File: config.mk
export PLATFORM = sky130hd
export DESIGN_NAME = md_seq_ctrl
export DESIGN_NICKNAME = d
export VERILOG_FILES = /design/src/rtl/md_seq_ctrl.sv
export SDC_FILE = /design/constraint.sdc
export NUM_CORES = 1
export LEC_CHECK = 0
export BUFFER_PORTS_ARGS = -buffer_cell sky130_fd_sc_hd__buf_2
export CORE_AREA = 2 2 39 41
export CTS_CLUSTER_DIAMETER = 40
export DETAILED_ROUTE_END_ITERATION = 8
export DIE_AREA = 0 0 41 43
export PLACE_DENSITY_LB_ADDON = 0.3
export SETUP_SLACK_MARGIN = 0.05
export SKIP_LAST_GASP = 1
export SLEW_MARGIN = 15
export SYNTH_ARGS = -nofsm -noshare
export SYNTH_HDL_FRONTEND = slang
export SYNTH_SLANG_ARGS = --single-unit
File: constraint.sdc
create_clock -name clk -period 3.3 [get_ports clk]
set_input_delay 0 -clock clk [delete_from_list [all_inputs] [get_ports clk]]
set_output_delay 0 -clock clk [all_outputs]
set_load 0.01 [all_outputs]
File: src/rtl/md_seq_ctrl.sv
// md_seq_ctrl: issue/occupancy sequencer for the multiply/divide (HI/LO) unit.
// Decides when an E-stage MD op reaches the datapath, tracks how long a
// mult/div keeps the unit occupied, stalls D-stage MD instructions meanwhile,
// and keeps a sticky flag for ops that arrive when they cannot be accepted.
//
//   state | meaning
//   IDLE  | unit free; an unflushed op 1..6 issues this cycle
//   MBUSY | mult/multu in flight; cnt counts remaining busy cycles
//   DBUSY | div/divu in flight; cnt counts remaining busy cycles

module md_seq_ctrl #(
  parameter int MULT_LAT = 5,
  parameter int DIV_LAT  = 10,
  parameter int CW       = 4
) (
  input  logic       clk,
  input  logic       reset,
  input  logic [2:0] e_md_op,
  input  logic       flush_e,
  input  logic       d_md_use,
  output logic [2:0] md_op_out,
  output logic       md_start,
  output logic       md_busy,
  output logic       md_done,
  output logic       stall_d,
  output logic       ovr_err
);

  typedef enum logic [1:0] {
    IDLE  = 2'd0,
    MBUSY = 2'd1,
    DBUSY = 2'd2
  } state_e;

  state_e        state_q, state_d;
  logic [CW-1:0] cnt_q, cnt_d;
  logic          ovr_err_q, ovr_err_d;
  logic          busy_q, busy_d;
  logic          done_q, done_d;

  logic op_valid;
  logic op_present;
  logic issue;

  // Issue decision, next-state/counter computation and error detection.
  always_comb begin
    op_valid   = (e_md_op >= 3'd1) && (e_md_op <= 3'd6);
    op_present = (e_md_op != 3'd0) && !flush_e;
    issue      = (state_q == IDLE) && !flush_e && op_valid;

    md_op_out  = issue ? e_md_op : 3'd0;
    md_start   = issue && (e_md_op <= 3'd4);

    state_d    = state_q;
    cnt_d      = cnt_q;
    ovr_err_d  = ovr_err_q;

    case (state_q)
      IDLE: begin
        if (issue && (e_md_op <= 3'd2)) begin
          state_d = MBUSY;
          cnt_d   = CW'(MULT_LAT);
        end else if (issue && (e_md_op <= 3'd4)) begin
          state_d = DBUSY;
          cnt_d   = CW'(DIV_LAT);
        end
        // op 7 is reserved: never issued, but flagged when it is live
        if (op_present && (e_md_op == 3'd7)) ovr_err_d = 1'b1;
      end
      MBUSY, DBUSY: begin
        // flush_e cannot cancel: HI/LO were committed at issue
        if (cnt_q <= CW'(1)) begin
          state_d = IDLE;
          cnt_d   = '0;
        end else begin
          cnt_d   = cnt_q - CW'(1);
        end
        if (op_present) ovr_err_d = 1'b1;
      end
      default: begin
        state_d = IDLE;
        cnt_d   = '0;
      end
    endcase

    // busy/done are registered so they carry no path from the inputs
    busy_d = (state_d != IDLE);
    done_d = (state_d != IDLE) && (cnt_d == CW'(1));
  end

  // State, counter, sticky error and registered status flags; reset wins over all.
  always_ff @(posedge clk) begin
    if (!reset) begin
      state_q   <= IDLE;
      cnt_q     <= '0;
      ovr_err_q <= 1'b0;
      busy_q    <= 1'b0;
      done_q    <= 1'b0;
    end else begin
      state_q   <= state_d;
      cnt_q     <= cnt_d;
      ovr_err_q <= ovr_err_d;
      busy_q    <= busy_d;
      done_q    <= done_d;
    end
  end

  assign md_busy = busy_q;
  assign md_done = done_q;
  assign ovr_err = ovr_err_q;
  assign stall_d = d_md_use && (md_start || busy_q);

endmodule

======== Word-level counts from Yosys, hierarchy flattened ========
Cells that the tools add are included.
word-level totals
  register bits ........................... 9
  input bits .............................. 7
  word-level logic and storage cells ...... 46
cells by class
  $add $sub $neg .......................... 1
  $lt $le $gt $ge ......................... 5
  eq/ne operators ......................... 6
  mux-type cells .......................... 12
  reduce and logical (&&, ||, !) cells .... 17
operators with widths
  kind                                                               number
  2-to-1 mux 4 bit                                                   3
  logical AND 1 bit                                                  9
  case mux 4 bit (2 select lines)                                    1
  less-or-equal comparator 3 bit, second input constant              2
  2-to-1 mux 2 bit                                                   3
  == test 4 x 1 -> 1 bit, second input constant                      1
  less-or-equal comparator 4 x 1 -> 1 bit, second input constant     1
  case mux 2 bit (2 select lines)                                    1
  nonzero test 2 bit                                                 2
  subtractor 4 x 1 -> 4 bit, second input constant                   1
  == test 3 bit, second input constant                               1
  greater-or-equal comparator 3 x 1 -> 1 bit, second input constant  1
  less-or-equal comparator 3 x 2 -> 1 bit, second input constant     1
  2-to-1 mux 3 bit                                                   1
  AND reduction 3 bit                                                1
  nonzero test 3 bit                                                 1
  == test 2 x 1 -> 1 bit, second input constant                      1
  == test 2 bit, second input constant                               1
  logical NOT 2 bit                                                  1
  2-to-1 mux 1 bit                                                   2
  inequality test 2 x 1 -> 1 bit, second input constant              1
  inequality test 2 bit, second input constant                       1
  case mux 1 bit (2 select lines)                                    1
  OR reduction 2 bit                                                 1
  2 further kinds                                                    2

======== Logic depth before layout (Yosys ltp) ========
Gate-level depths: netlist of the first run.
  depth after elaboration ................. 9
  depth in mapped cells ................... 7
  mapped depth without buffers ............ 7

======== Least setup slack after synthesis of the first run ========
Ideal clock, no wire load.
  path type ............................... register to register
  start ................................... reg cnt_q[0]
  end ..................................... reg done_q (netlist: md_done)
  setup time .............................. 0.116 ns
  data arrival time ....................... 1.531 ns
  required time ........................... 3.184 ns
  slack ................................... 1.653 ns
  stages on the path, launching flop included .. 8
  path buffers ............................ 0
  period minus slack after synthesis ...... 1.647 ns
  cell sequence ........................... dfxtp_1 -> inv_1 -> ha_1 -> nor2_1 -> o31ai_1 -> o211a_1 -> a31oi_2 -> and4_1
between the ends
  word-level cells in the longest chain between the ends .. 5
  elaborated cells on any way between the ends .. 11
  those cells by class .................... add/sub: 1; order compare: 1; eq/ne: 1; mux: 6; reduce/logical: 2
RTL lines
  item                                                                                       line  source
  start: declaration                                                                         36    logic [CW-1:0] cnt_q, cnt_d;
  start signal: assignment                                                                   101   cnt_q <= cnt_d;
  subtractor 4 x 1 -> 4 bit, or another cell as far along                                    76    cnt_d = cnt_q - CW'(1);
  2-to-1 mux 4 bit, or another cell as far along                                             72    if (cnt_q <= CW'(1)) begin
  case mux 4 bit (2 select lines) / case mux 2 bit (2 select lines) (equally long branches)  58    case (state_q)
  == test 4 x 1 -> 1 bit / nonzero test 2 bit (equally long branches)                        88    done_d = (state_d != IDLE) && (cnt_d == CW'(1));
  logical AND 1 bit *                                                                        88
  end signal: assignment                                                                     104   done_q <= done_d;
  end: declaration                                                                           39    logic done_q, done_d;
Mark *: on every way between the ends. The rest lies on a longest branch, timed or not.
A chain may end at the register's enable or synchronous reset.

======== Worst setup path after layout of the first run ========
Ends and elaborated chain as after synthesis.

==> results.py, run 1 <==
metrics = {
    "status": {
        "status": "completed",
    },
    "worst_setup_path": {
        "cp-start-kind": "register",
        "r2r_start": "cnt_q[0]",
        "cp-end-kind": "register",
        "r2r_cells": 7,
        "cp_max_fo": 6,
        "critical_path_class": "reg2reg",
        "worstPathArrival_ps": 2120,
        "r2r-end": "md_done",
        "critPathRequiredTime_ps": 3500,
        "r2r_slack_ps": 1380,
    },
    "placement": {
        "placed_cell_area_um2": 704,
        "post-place-ws_ps": 1420,
        "placedCellCount": 104,
        "gp_congestion": 0.857,
        "dp_hpwl_mm": 1.05,
        "portBuffers": 14,
    },
    "routing": {
        "wl_met3_um": 66,
        "wirelength_mm": 1.31,
        "ant_nets": 0,
        "wl_met2_um": 607,
        "top_layer_used": "met4",
        "drt-wirelength-per-cell_um": 12.1,
        "drt_iter0_markers": 5,
        "drt-met1-wl_um": 617,
        "vias_per_cell": 5.61,
        "drcViolationCount": 0,
        "vias": 611,
        "dr.pass1.iters": 4,
    },
    "clock_tree": {
        "clk_pin_slew_worst_paths_ps": 60,
        "clock_latency_ps": 250,
        "numCtsBuffers": 3,
        "cts_resized": 0,
        "post-cts-setup-buffers": 0,
        "ctsHoldBuffers": 1,
        "cts_max_level": 1,
        "clockBufferDepth": 2,
        "clock_sinks": 9,
        "clock-root-buffer": "clkbuf_4",
        "tritoncts": "done",
    },
    "min_path": {
        "worstHoldPathCells": 3,
        "hold_class": "in2reg",
        "hold_start": "flush_e",
        "whs_endpoint": "ovr_err",
    },
    "yosys": {
        "post-synth-top-count-cell": "dfxtp_1",
        "synth_area_um2": 642,
        "yosys-top-cells-area": "dfxtp_1, ha_1, a21oi_1, o21ai_0, buf_6",
        "yosysWarnings": 0,
        "synth-seq-cells": 9,
        "synth_top_area_share_pct": 28.1,
        "synth_fp_nets": 88,
        "synth_cell_types": 31,
        "synth_area_leader_cell": "dfxtp_1",
        "syn_avg_cell_area_um2": 8.34,
        "ys.flop_type": "dfxtp_1",
        "synth-edff-count": 0,
        "yosys-top-cells-count": "dfxtp_1, a21oi_1, nor2_1, o21ai_0",
        "ys_seq_area_share_pct": 28.1,
        "async_flop_share_pct": 0,
        "postSynthCellCount": 77,
    },
    "global_route": {
        "grt_pass1_vias": 469,
        "grt_usage_pct": 17.0,
        "grt_pass1_wl_mm": 2.03,
        "grt_max_degree": 13,
        "gr-total-overflow": 0,
        "antenna_found_initial": 0,
    },
    "floorplanning": {
        "die_w_um": 41,
        "die-height_um": 43,
        "io_pins": 15,
        "initial_core_util_pct": 46.4,
        "core-area_um2": 1380,
        "rows": 14,
        "fp.dieArea_um2": 1760,
    },
    "sta": {
        "fin_ws_ps": 1380,
        "finClkSkew_ps": 1.23,
        "tightest_slew_ps": 709,
        "maxSlewViolCount": 0,
        "tns_ps": 0,
        "rsz0062_at_grt": "false",
        "timing.final.crit_share_pct": 58.2,
        "period_minus_slack_ps": 1920,
        "final-setup-viol-count": 0,
        "slew_headroom_pct": 52.3,
        "hold_viol_final": 0,
        "max_freq_ghz": 0.521,
    },
    "cells_and_area": {
        "syn_to_final_growth_pct": 15.4,
        "final_cells": 109,
        "drive_above_1_share_pct": 23.7,
        "multi_input_area_um2": 419,
        "seqCellArea_um2": 180,
        "fillers": 151,
        "nNetsFinal": 105,
        "diodes": 0,
        "design_area_um2": 741,
    },
    "power": {
        "leakagePower_nw": 0.312,
        "max-vdd-ir-drop_v": 0.000286,
        "powerDensity_nw_per_um2": 414,
    },
    "job": {
        "drv_cap": 0,
    },
}
area by class of cell:
cell class	instances	share of cell area, %
multi-input combinational	61	56.6
sequential	9	24.3
timing repair buffer	15	10.8
clock buffer	4	3.55
tap	16	2.70
inverter	4	2.03
stage by stage:
step	hold slack, ps	total power [mW]	util, %
detailed placement	230	0.226	50.9
global route	175	0.329	53.5
floorplan	112	0.203	-
global placement	224	0.226	50.9
finish	151	0.307	53.5
CTS	139	0.311	53.5
logic make-up after synthesis:
logic type / synth area share (%)
compound gates: 30.8
simple gates: 22.8
flops: 28.1
buf+inv: 6.63
fa+ha+maj: 7.80
xor+xnor: 3.90
metal layers:
layer  vias to the layer above  global-route usage [%]
met3                         2                    1.57
met5                         -                       0
li1                        311                       -
met1                       279                    23.1
met2                        19                    25.0
met4                         0                    10.0
critical path, stage by stage (launching register included):
cell and delay, ps:
dfxtp_1 340, inv_1 70, ha_1 180, nor2_1 70, o31ai_1 590, a21oi_1 80, nor4_1 300, and4_1 230
registers in the layout (all words and copies together), names as in the netlist:
register	count
cnt_q	4
state_q	2
md_busy	1
md_done	1
ovr_err	1
cell usage in the layout (no fill, tap or decap), drive strengths merged:
master,count
a21oi,9
a31oi,1
and2,1
and3,2
and4,1
buf,14
clkbuf,4
dfxtp,9
dlygate4sd3,1
ha,4
inv,4
nand2,4
nand2b,3
nor2,5
nor2b,3
nor3,3
nor3b,2
nor4,1
o211a,1
o211ai,2
o21a,3
o21ai,6
o21bai,1
o311ai,1
o31a,3
o31ai,2
or3,1
xnor2,2
how the worst max path moves through the flow:
stage          slack, ps  depth (start not counted)  endpoint     start
6_report            1380                          7   md_done  cnt_q[0]
4_1_cts             1390                          7   md_done  cnt_q[0]
3_5_place_dp        1420                          7   md_done  cnt_q[0]
3_3_place_gp        1510                          7   md_done  cnt_q[0]
5_1_grt             1220                          7   md_done  cnt_q[0]
2_1_floorplan       1650                          7   md_done  cnt_q[0]
where the power goes:
part           total [mW]  switching [mW]  internal (mW)
Clock              0.0809          0.0346         0.0463
Combinational      0.0979          0.0535         0.0444
Sequential          0.128         0.00955          0.118
Total               0.307          0.0976          0.209
Note: power is estimated with default switching activity, not from simulation.
==> run 2: changes to the inputs <==
CORE_AREA = default   (was 2 2 39 41)
CORE_MARGIN = 2   (was default)
CORE_UTILIZATION = 45   (was default)
DIE_AREA = default   (was 0 0 41 43)
clock period = 1.75 ns   (was 3.3 ns; I/O delays follow)
==> run 2 against run 1 <==
  * Power increased by 110%
  * Sequential power increased by 91%
  * Final cell count increased by 2.8%
  * Worst hold slack improved by 8.8 ps
  * Cell area increased by 13%
==> results.py, run 2 (same netlist as run 1, synthesis figures left out) <==
metrics = {
    "status": {
        "status": "completed",
    },
    "worst_setup_path": {
        "crit_start": "state_q[1]",
        "endpoint": "md_done",
        "cp_max_fo": 8,
        "r2r-end": "md_done",
        "r2r_slack_ps": 140,
        "r2r_cells": 7,
        "critPathRequiredTime_ps": 1960,
        "r2r_start": "state_q[1]",
        "cp-end-kind": "register",
        "critical_path_class": "reg2reg",
        "worstPathArrival_ps": 1820,
        "cp-start-kind": "register",
    },
    "global_route": {
        "grt_pass1_wl_mm": 2.32,
        "met2_usage_pct": 27.5,
        "grt_usage_pct": 17.4,
        "antenna_found_initial": 0,
        "grtUsageMet3_pct": 6.52,
        "grt_max_degree": 13,
        "top_usage_layer": "met2",
        "grt_pass1_vias": 565,
        "gr-total-overflow": 0,
        "grt_util_met1_pct": 20.8,
    },
    "cells_and_area": {
        "diodes": 0,
        "multi_input_area_um2": 487,
        "top_register": "cnt_q",
        "largest_reg_flops": 4,
        "final_cell_mix": "buf_2, a21oi_1, dfxtp_1",
        "drive_above_1_share_pct": 38.1,
        "nNetsFinal": 109,
        "design_area_um2": 838,
        "final_common_cell": "buf_2",
        "syn_to_final_growth_pct": 30.6,
        "fillers": 118,
        "seqCellArea_um2": 181,
        "top_regs": "cnt_q (4), state_q (2)",
    },
    "min_path": {
        "hold_class": "in2reg",
    },
    "sta": {
        "hold_viol_final": 0,
        "final-setup-viol-count": 0,
        "tightest_slew_ps": 427,
        "fin_hold_ws_ps": 159,
        "slew_headroom_pct": 71.3,
        "timing.final.crit_share_pct": 91.9,
        "finClkSkew_ps": 8.15,
        "rsz0062_at_grt": "false",
        "period_minus_slack_ps": 1610,
        "max_freq_ghz": 0.622,
        "maxSlewViolCount": 0,
    },
    "clock_tree": {
        "post-cts-setup-buffers": 0,
        "clockBufferDepth": 2,
        "clk_pin_slew_worst_paths_ps": 60,
        "tritoncts": "done",
        "clock-root-buffer": "clkbuf_4",
        "clock_sinks": 9,
        "cts_max_level": 1,
        "numCtsBuffers": 3,
        "clock_latency_ps": 260,
    },
    "floorplanning": {
        "die-height_um": 41.8,
        "initial_core_util_pct": 48.7,
        "core-area_um2": 1320,
        "io_pins": 15,
        "die_w_um": 41.8,
        "fp.dieArea_um2": 1740,
        "rows": 13,
    },
    "routing": {
        "vias": 611,
        "wirelength_mm": 1.45,
        "vias_per_cell": 5.46,
        "drcViolationCount": 0,
        "drt_iter0_markers": 1,
        "dr.pass1.iters": 2,
        "drt-wirelength-per-cell_um": 12.9,
        "ant_nets": 0,
    },
    "job": {
        "drv_cap": 0,
    },
    "placement": {
        "portBuffers": 14,
        "dp_hpwl_mm": 1.02,
        "gp_congestion": 0.910,
        "placed_cell_area_um2": 733,
    },
    "power": {
        "max-vdd-ir-drop_v": 0.000415,
        "leakagePower_nw": 0.335,
        "power_mw": 0.655,
        "powerDensity_nw_per_um2": 781,
    },
}
run 2: cell count changes in the layout (fill, tap and decap cells not counted), moves of 3 or more:
cell / before / now
ha_4: 0 / 3
buf_4: 0 / 4
inv_2: 0 / 3
ha_1: 4 / 1
inv_1: 4 / 1
run 2: cell type report:
type,instances,area share (%)
tap,15,2.24
inverter,4,1.79
timing repair buffer,19,13.1
multi-input combinational,61,58.1
clock buffer,4,3.13
sequential,9,21.6
run 2: worst max-delay path: stages, from the launching register on:
cell and delay [ps]:
dfxtp_1 330, inv_1 100, ha_4 180, nand2b_1 80, or3_4 380, o211a_1 140, a31oi_2 150, and4_1 210
run 2: worst min path at each step:
stage                          to  cells past startpoint  slack, ps      from
after floorplan           stall_d                      1        110  d_md_use
after global placement    ovr_err                      2        220     reset
after detailed placement  ovr_err                      2        230     reset
after CTS                 ovr_err                      3        150   flush_e
after global routing      ovr_err                      3        160   flush_e
final                     ovr_err                      3        160   flush_e
run 2: metal layers:
metal / share of wire (%) / wire [um]
met1: 46 / 662
met2: 48 / 701
met3: 3.5 / 51
met4: 2.1 / 31
met5: 0 / 0
run 2: metrics by stage:
step | cells | utilization (%) | setup WS [ps] | TNS, ps
floorplan | 77 | - | 103 | 0
global placement | 107 | 55.7 | 17.1 | 0
detailed placement | 107 | 55.7 | -71.5 | -71.5
CTS | 112 | 59.0 | 77.6 | 0
global route | 112 | 63.6 | 56.8 | 0
finish | 112 | 63.6 | 142 | 0
run 2: report_power, final:
group          leakage (nW)  internal (mW)  switching [mW]
Clock                0.0150         0.0878          0.0718
Combinational         0.246          0.125           0.125
Sequential           0.0740          0.224          0.0216
Total                 0.335          0.436           0.218
run 2: repair_timing:
item / 4_1_cts / 5_1_grt
endpoints found under the setup margin: 1 / 3
gates cloned: 0 / 0
hold buffers: 1 / 0
hold endpoints to repair: 1 / 0
gates resized for setup: 2 / 14
pin swaps: 0 / 1
